## src/rtl/alu_pkg.sv

```systemverilog
// Shared encodings and command types for the 4-bit ALU operand/result issuer.
package alu_pkg;

    localparam logic [2:0] MODE_ADD = 3'b000;
    localparam logic [2:0] MODE_SUB = 3'b001;
    localparam logic [2:0] MODE_MUL = 3'b010;
    localparam logic [2:0] MODE_DIV = 3'b011;
    localparam logic [2:0] MODE_AND = 3'b100;
    localparam logic [2:0] MODE_OR  = 3'b101;
    localparam logic [2:0] MODE_XOR = 3'b110;
    localparam logic [2:0] MODE_NOT = 3'b111;

    localparam logic [7:0] DIV0_RESULT = 8'hFF;

    typedef enum logic [1:0] {
        ST_IDLE = 2'd0,
        ST_WAIT = 2'd1,
        ST_HOLD = 2'd2
    } state_e;

    typedef struct packed {
        logic [2:0] mode;
        logic [3:0] a;
        logic [3:0] b;
    } alu_cmd_t;

    localparam int CMD_W = $bits(alu_cmd_t);

    function automatic logic is_div0(input alu_cmd_t cmd);
        return (cmd.mode == MODE_DIV) && (cmd.b == 4'd0);
    endfunction

endpackage

```

## src/rtl/alu_cmd_fifo.sv

```systemverilog
// Command FIFO: pointer-plus-count, first-word-fall-through head for the issuer FSM.
module alu_cmd_fifo #(
    parameter int DEPTH = 4,
    parameter int WIDTH = 11
) (
    input  logic             clk,
    input  logic             rst,
    input  logic             i_push,
    input  logic [WIDTH-1:0] i_data,
    input  logic             i_pop,
    output logic [WIDTH-1:0] o_data,
    output logic             o_full,
    output logic             o_empty
);

    localparam int AW = (DEPTH > 1) ? $clog2(DEPTH) : 1;
    localparam logic [AW:0]   CNT_ONE  = (AW+1)'(1);
    localparam logic [AW:0]   CNT_FULL = (AW+1)'(DEPTH);
    localparam logic [AW-1:0] PTR_ONE  = AW'(1);

    logic [WIDTH-1:0] r_mem [DEPTH];
    logic [AW-1:0]    r_wr_ptr;
    logic [AW-1:0]    r_rd_ptr;
    logic [AW:0]      r_count;
    logic             w_push;
    logic             w_pop;

    // Pushes into a full FIFO and pops from an empty one are silently dropped.
    assign w_push  = i_push && !o_full;
    assign w_pop   = i_pop && !o_empty;
    assign o_full  = (r_count == CNT_FULL);
    assign o_empty = (r_count == '0);
    assign o_data  = r_mem[r_rd_ptr];

    always_ff @(posedge clk) begin
        if (w_push) begin
            r_mem[r_wr_ptr] <= i_data;
        end
    end

    always_ff @(posedge clk) begin
        if (rst) begin
            r_wr_ptr <= '0;
            r_rd_ptr <= '0;
            r_count  <= '0;
        end else begin
            if (w_push) begin
                r_wr_ptr <= r_wr_ptr + PTR_ONE;
            end
            if (w_pop) begin
                r_rd_ptr <= r_rd_ptr + PTR_ONE;
            end
            case ({w_push, w_pop})
                2'b10:   r_count <= r_count + CNT_ONE;
                2'b01:   r_count <= r_count - CNT_ONE;
                default: r_count <= r_count;
            endcase
        end
    end

endmodule

```

## src/rtl/alu_op_issuer.sv

```systemverilog
// Issues queued ALU commands one at a time, waits out the ALU latency and
// returns results in order; divide-by-zero commands are answered locally.
module alu_op_issuer
    import alu_pkg::*;
#(
    parameter int DEPTH       = 4,
    parameter int ALU_LATENCY = 1
) (
    input  logic       clk,
    input  logic       rst,
    input  logic       cmd_valid,
    output logic       cmd_ready,
    input  logic [2:0] cmd_mode,
    input  logic [3:0] cmd_a,
    input  logic [3:0] cmd_b,
    output logic [2:0] alu_mode,
    output logic [3:0] alu_a,
    output logic [3:0] alu_b,
    input  logic [7:0] alu_y,
    output logic       res_valid,
    input  logic       res_ready,
    output logic [7:0] res_data,
    output logic [2:0] res_mode,
    output logic       res_err,
    output logic       busy,
    output logic [7:0] div0_count
);

    localparam logic [2:0] LAT_CNT = 3'(ALU_LATENCY);

    alu_cmd_t         w_push_cmd;
    alu_cmd_t         w_head;
    logic [CMD_W-1:0] w_fifo_data;
    logic             w_fifo_full;
    logic             w_fifo_empty;
    logic             w_pop;

    state_e     r_state;
    logic [2:0] r_wait_cnt;
    logic [2:0] r_alu_mode;
    logic [3:0] r_alu_a;
    logic [3:0] r_alu_b;
    logic [7:0] r_res_data;
    logic [2:0] r_res_mode;
    logic       r_res_err;
    logic [7:0] r_div0_count;

    assign w_push_cmd = '{mode: cmd_mode, a: cmd_a, b: cmd_b};
    assign w_head     = alu_cmd_t'(w_fifo_data);
    assign w_pop      = (r_state == ST_IDLE) && !w_fifo_empty;

    alu_cmd_fifo #(
        .DEPTH (DEPTH),
        .WIDTH (CMD_W)
    ) u_fifo (
        .clk     (clk),
        .rst     (rst),
        .i_push  (cmd_valid),
        .i_data  (w_push_cmd),
        .i_pop   (w_pop),
        .o_data  (w_fifo_data),
        .o_full  (w_fifo_full),
        .o_empty (w_fifo_empty)
    );

    always_ff @(posedge clk) begin
        if (rst) begin
            r_state      <= ST_IDLE;
            r_wait_cnt   <= '0;
            r_alu_mode   <= '0;
            r_alu_a      <= '0;
            r_alu_b      <= '0;
            r_res_data   <= '0;
            r_res_mode   <= '0;
            r_res_err    <= 1'b0;
            r_div0_count <= '0;
        end else begin
            case (r_state)
                ST_IDLE: begin
                    if (!w_fifo_empty) begin
                        if (is_div0(w_head)) begin
                            // Never reaches the ALU; alu_* keep their last issue.
                            r_res_data <= DIV0_RESULT;
                            r_res_mode <= MODE_DIV;
                            r_res_err  <= 1'b1;
                            if (r_div0_count != 8'hFF) begin
                                r_div0_count <= r_div0_count + 8'd1;
                            end
                            r_state <= ST_HOLD;
                        end else begin
                            r_alu_mode <= w_head.mode;
                            r_alu_a    <= w_head.a;
                            r_alu_b    <= w_head.b;
                            r_wait_cnt <= '0;
                            r_state    <= ST_WAIT;
                        end
                    end
                end
                ST_WAIT: begin
                    // Counter reads k-1 on edge issue+k, so capture lands on issue+LAT+1.
                    if (r_wait_cnt == LAT_CNT) begin
                        r_res_data <= alu_y;
                        r_res_mode <= r_alu_mode;
                        r_res_err  <= 1'b0;
                        r_state    <= ST_HOLD;
                    end else begin
                        r_wait_cnt <= r_wait_cnt + 3'd1;
                    end
                end
                ST_HOLD: begin
                    if (res_ready) begin
                        r_state <= ST_IDLE;
                    end
                end
                default: r_state <= ST_IDLE;
            endcase
        end
    end

    assign cmd_ready  = !w_fifo_full;
    assign alu_mode   = r_alu_mode;
    assign alu_a      = r_alu_a;
    assign alu_b      = r_alu_b;
    assign res_valid  = (r_state == ST_HOLD);
    assign res_data   = r_res_data;
    assign res_mode   = r_res_mode;
    assign res_err    = r_res_err;
    assign busy       = (r_state != ST_IDLE) || !w_fifo_empty;
    assign div0_count = r_div0_count;

endmodule
```

## config.mk

```make
export PLATFORM = sky130hd
export DESIGN_NAME = alu_op_issuer
export DESIGN_NICKNAME = d
export VERILOG_FILES = /design/src/rtl/alu_pkg.sv /design/src/rtl/alu_cmd_fifo.sv /design/src/rtl/alu_op_issuer.sv
export SDC_FILE = /design/constraint.sdc
export NUM_CORES = 1
export LEC_CHECK = 0
export CAP_MARGIN = 10
export CORE_ASPECT_RATIO = 1.2
export CORE_MARGIN = 5
export CORE_UTILIZATION = 56
export CTS_CLUSTER_SIZE = 8
export DETAILED_ROUTE_END_ITERATION = 10
export HOLD_SLACK_MARGIN = 0.06
export PLACE_DENSITY = 0.83
export SYNTH_ARGS = -nofsm -noshare
export SYNTH_HDL_FRONTEND = slang
export SYNTH_SLANG_ARGS = --single-unit
```

## constraint.sdc

```tcl
create_clock -name clk -period 7.2 [get_ports clk]
set_input_delay 0.72 -clock clk [delete_from_list [all_inputs] [get_ports clk]]
set_output_delay 0.72 -clock clk [all_outputs]
set_load 0.01 [all_outputs]
```

Yosys cells after proc, flatten, opt, wreduce, memory -nomap -nowiden

Memory sizes are Yosys's and may differ from the RTL's. A register that Yosys moved wholly into a read port is not among the register bits.
Cells that the tools add are included.

Reduce and logical (&&, ||, !) cells: 18
Magnitude comparators: 0
$mul: 0
Bitwise operators: 2
Shift operators: 0
Eq/ne operators: 14
Div/mod/pow operators: 0
Muxes and demuxes: 26
Add/sub/neg operators: 6

Operator list:

| kind                | number |
|---|---|
| $mux 8              | 3 |
| $mux 3              | 6 |
| $pmux 3 s2          | 3 |
| $pmux 8 s2          | 1 |
| $mux 2              | 6 |
| $reduce_and 4->1    | 3 |
| $add 8x1->8 const B | 1 |
| $ne 2x2->1 const B  | 4 |
| $ne 8x8->1 const B  | 1 |
| $add 3x1->3 const B | 2 |
| $pmux 2 s3          | 1 |
| $reduce_and 3->1    | 2 |
| $reduce_bool 2->1   | 3 |
| $mux 1              | 5 |
| $add 2x1->2 const B | 2 |
| $eq 2x1->1 const B  | 2 |
| $eq 2x2->1 const B  | 2 |
| $logic_and 1x1->1   | 4 |
| $logic_not 4->1     | 1 |
| $ne 2x1->1 const B  | 2 |
| $eq 3x1->1 const B  | 1 |
| $eq 3x2->1 const B  | 1 |
| $eq 3x3->1 const B  | 1 |
| $logic_not 3->1     | 1 |
| other kinds (6)     | 8 |

Memories: 1
Output and inout port bits: 34
Input port bits: 23
Bits in read-only memories: 0
RAM bits: 44
Latch bits: 0
Flip-flop bits (word level): 43
Logic and storage cells: 79

Memory list:

| memory       | depth | width | rd ports | clocked after Yosys merged registers in | wr ports | line               | RTL |
|---|---|---|---|---|---|---|---|
| u_fifo.r_mem | 4     | 11    | 1        | 1                                       | 1        | alu_cmd_fifo.sv:21 | `logic [WIDTH-1:0] r_mem [DEPTH];` |

Depth between registers and ports, before layout

Depth after elaboration: 6
Gate-level depth with buffers: 10
Gate-level depth less buffers: 10

Cells and area by module

A second synthesis with hierarchy kept.

Cells, all modules: 291
Area total of the unflattened synthesis: 3623.5 µm²

Modules (own cells, without submodules):

| module        | times used | seq. area each (µm²) | area each (µm²) | cells an instance |
|---|---|---|---|---|
| alu_cmd_fifo  | 1          | 1501.4               | 2065.7          | 111 |
| alu_op_issuer | 1          | 720.7                | 1557.7          | 180 |

Worst setup path after synthesis

Ideal clock, no wire load.

Path type: reg2reg
From: reg with a tool-made name
To: reg r_div0_count[5] (netlist: div0_count[5])
Setup time: 0.070 ns
Setup slack: 4.374 ns
Data required time: 7.130 ns
Clock period less this slack: 2.826 ns
Stages on the path, launching flop included: 9
Buffers on the path: 3
Arrival time: 2.756 ns
Path through: dfxtp_1 > buf_6 > mux4_2 > or4b_1 > buf_2 > or3_1 > buf_6 > or4_1 > a21oi_1

RTL lines:

| item                 | line                | RTL |
|---|---|---|
| to (signal assigned) | alu_op_issuer.sv:87 | `r_div0_count <= r_div0_count + 8'd1;` |
| to (decl)            | alu_op_issuer.sv:46 | `logic [7:0] r_div0_count;` |

==> impl_metrics.tcl <==
set metrics [dict create \
    reg2regPathDepth 5 \
    cts_tree "built" \
    ant_nets 0 \
    drive_gt1_frac 0.0767 \
    critPathKind "register to register" \
    endpoint_kind "register" \
    utilization 0.723 \
    rows 31 \
    synthFlopType "dfxtp_1" \
    p_sw_frac 0.302 \
    leakagePower_nw 1.54 \
    fill_cells 435 \
    muxShareOfSynthArea 0.0953 \
    syn_avg_cell_area_um2 12.7 \
    clockBufferDepth 2 \
    p_clk_frac 0.258 \
    cts_hold_buf 0 \
    fmax_mhz 290 \
    wl_per_cell_um 16.1 \
    slowest_stage "o31ai_2" \
    p_total_mw 1.56 \
    syn_inst 278 \
    clkSinkCount 89 \
    power_per_cell_area_mw_per_mm2 355 \
    synth_edf_count 44 \
    setup_tns_ns 0 \
    cts_buffers 9 \
    slew_violations 0 \
    coreArea_mm2 0.00609 \
    ys_async_sr_fraction 0 \
    r2r-end "alu_a[2]" \
    path_delay_family "compound AO/OA/AOI/OAI gates" \
    placed_cells 405 \
    seqCellArea_mm2 0.00222 \
    skew_ns 0.0145 \
    place.gp.congestion 0.734 \
    cts_resized 0 \
    synth_seq_cells 89 \
    crit_end "alu_a[2]" \
    synth_top_family_by_area "simple AND/OR/NAND/NOR gates" \
    synth_warnings 0 \
    syn-num-nets 310 \
    p_switching_mw 0.472 \
    crit_arrival_ns 3.68 \
    synth-adder-area-share 0.0339 \
    vdd_drop_max_mv 0.181 \
    io-pin-count 57 \
    multi_input_area_mm2 0.00121 \
    drt_wl_total_mm 6.80 \
    synthSimpleGateAreaFrac 0.138 \
    die_w_um 82.6 \
    status "finished, final reports clean" \
    num_antenna_cells 0 \
    slowest_delay_ns 1.00 \
    grt_usage 0.175 \
    critPathRequiredTime_ns 7.43 \
    vias 2321 \
    hold_viol 0 \
    port_buffers 56 \
    sequentialPowerShare 0.437 \
    drc 0 \
    slew-limit-headroom 0.199 \
    synth_area_mm2 0.00354 \
    path_depth 5 \
    worst-path-buf-inv 0 \
    start_kind "register" \
    synth_xor_area_frac 0.0198 \
    routed_via_density 5.51 \
    antenna_found_initial 0 \
    insertion_delay_ns 0.36 \
    grt_first_pass_wirelength_mm 10.6 \
    grt_max_degree 45 \
    crit_chain "mux4_2 -> or4b_1 -> o31ai_2 -> mux2i_1 -> nor2_1" \
    r2r_setup_slack_ns 3.75 \
    p_int_mw 1.09 \
    seq_area_frac_synth 0.627 \
    post_cts_buffers 0 \
    synth_compound_area_frac 0.0544 \
    dp_hpwl_mm 4.84 \
    clkTransAtPathRegs_ns 0.09 \
    area_delta_synth_final_pct 24.2 \
    rsz0062_at_grt "no" \
    cp_max_fo 14 \
    die_area_mm2 0.00802 \
    combPwrFrac 0.305 \
    period_share 0.479 \
    hp-start "res_mode[2]" \
    fin_nets 366 \
    hold_path_class "register to register" \
    drt_iter0_markers 118 \
    root_buffer "clkbuf_8" \
    firstDrtPassIters 4 \
    die_h_um 97.1 \
    layout_min_cycle_time_ns 3.45 \
    cap_viol_max_count 0 \
    start_util 0.582 \
    worstMarginPinSlew_ns 1.19 \
    first_global_vias 2294 \
    grt_overflow 0 \
    setup_viol_count_final 0 \
    stdcell_count 421 \
    ys_types 38 \
    htree_levels 3 \
    holdPathStages 2 \
]
-- Yosys cell counts (3+ instances only) --
master	number	area, µm²
a211oi_1	3	22.5
a21oi_1	9	45.0
a22oi_1	4	30.0
and3_1	4	25.0
clkbuf_1	10	37.5
dfxtp_1	45	901
edfxtp_1	44	1320
ha_1	8	100
inv_1	11	41.3
mux2i_1	6	60.1
mux4_1	8	210
mux4_2	3	67.6
nand2_1	10	37.5
nand3_1	8	40.0
nor2_1	34	128
nor2b_1	3	18.8
nor3_1	26	130
o21ai_0	4	20.0
o31ai_1	3	22.5
or3_1	4	25.0
or4_1	3	22.5
xnor2_1	4	35.0
xor2_1	4	35.0
-- per-stage QoR --
step                hold slack [ns]  setup WS, ns  area (µm²)
floorplan                     0.469          4.37        3540
global placement              0.451          3.77        4160
detailed placement            0.458          3.72        4160
CTS                           0.474          3.71        4400
global route                  0.502          3.51        4400
finish                        0.470          3.75        4400
-- cell type report --
type                            count  share of cell area
Tap cell                           82              0.0233
Timing Repair Buffer               59               0.132
Inverter                           11             0.00938
Multi-Input combinational cell    164               0.275
Clock inverter                      7              0.0267
Sequential cell                    89               0.505
Clock buffer                        9              0.0281
-- cells by family after synthesis --
logic type               Yosys count
AND/OR/NAND/NOR                  101
flip-flops                        89
AO/OA/AOI/OAI                     29
buffers and inverters             25
multiplexers                      17
adder cells (fa/ha/maj)            9
XOR/XNOR                           8
-- flip-flops by register name, summed over array words and instances, names as in the netlist, named ones only --
name             cells
u_fifo.r_mem        44
div0_count           8
res_data             8
alu_a                4
alu_b                4
alu_mode             3
r_wait_cnt           3
res_mode             3
u_fifo.r_count       3
r_state              2
u_fifo.r_rd_ptr      2
u_fifo.r_wr_ptr      2
res_err              1
-- tightest hold or removal path, cell delays in order (launching register included) --
cell and delay (ns):
dfxtp_1 0.32, nand2_1 0.05, a211oi_1 0.05
-- cells in the final DEF (no fill, tap or decap), types with 3 or more instances in the layout --
| cell | count |
|---|---|
| clkdlybuf4s50_1 | 56 |
| dfxtp_1 | 45 |
| edfxtp_1 | 44 |
| nor2_1 | 34 |
| nor3_1 | 26 |
| inv_1 | 11 |
| nand2_1 | 10 |
| a21oi_1 | 9 |
| clkbuf_8 | 9 |
| nand3_1 | 8 |
| mux4_1 | 8 |
| ha_1 | 8 |
| mux2i_1 | 6 |
| and3_1 | 4 |
| a22oi_1 | 4 |
| or3_1 | 4 |
| xor2_1 | 4 |
| o21ai_0 | 4 |
| xnor2_1 | 4 |
| nor2b_1 | 3 |
| mux4_2 | 3 |
| a211oi_1 | 3 |
| o31ai_1 | 3 |
| or4_1 | 3 |
| bufinv_16 | 3 |
| buf_4 | 3 |
-- worst min path at each step --
stage | endpoint | slack (ns)
after floorplan | u_fifo.r_wr_ptr[1] | 0.47
after global placement | res_mode[2] | 0.45
after detailed placement | res_mode[2] | 0.46
after CTS | res_mode[2] | 0.47
after global routing | alu_b[2] | 0.50
final | res_mode[2] | 0.47
-- routing by layer --
layer | global-route usage | vias to the layer above | wire length (µm)
met5 | 0 | - | 0
met4 | 0.0742 | 0 | 116
met3 | 0.0380 | 11 | 410
met2 | 0.304 | 70 | 3560
met1 | 0.202 | 1102 | 2710
li1 | - | 1138 | -
-- power groups by stage --
stage / clock, mW / sequential [mW] / combinational [mW]
after CTS: 0.409 / 0.683 / 0.481
after floorplan: 0 / 0.679 / 0.321
after global routing: 0.428 / 0.693 / 0.523
after global placement: 0 / 0.691 / 0.461
after detailed placement: 0 / 0.694 / 0.478
final: 0.402 / 0.682 / 0.476
No activity file was read; power rests on OpenSTA's default activity.
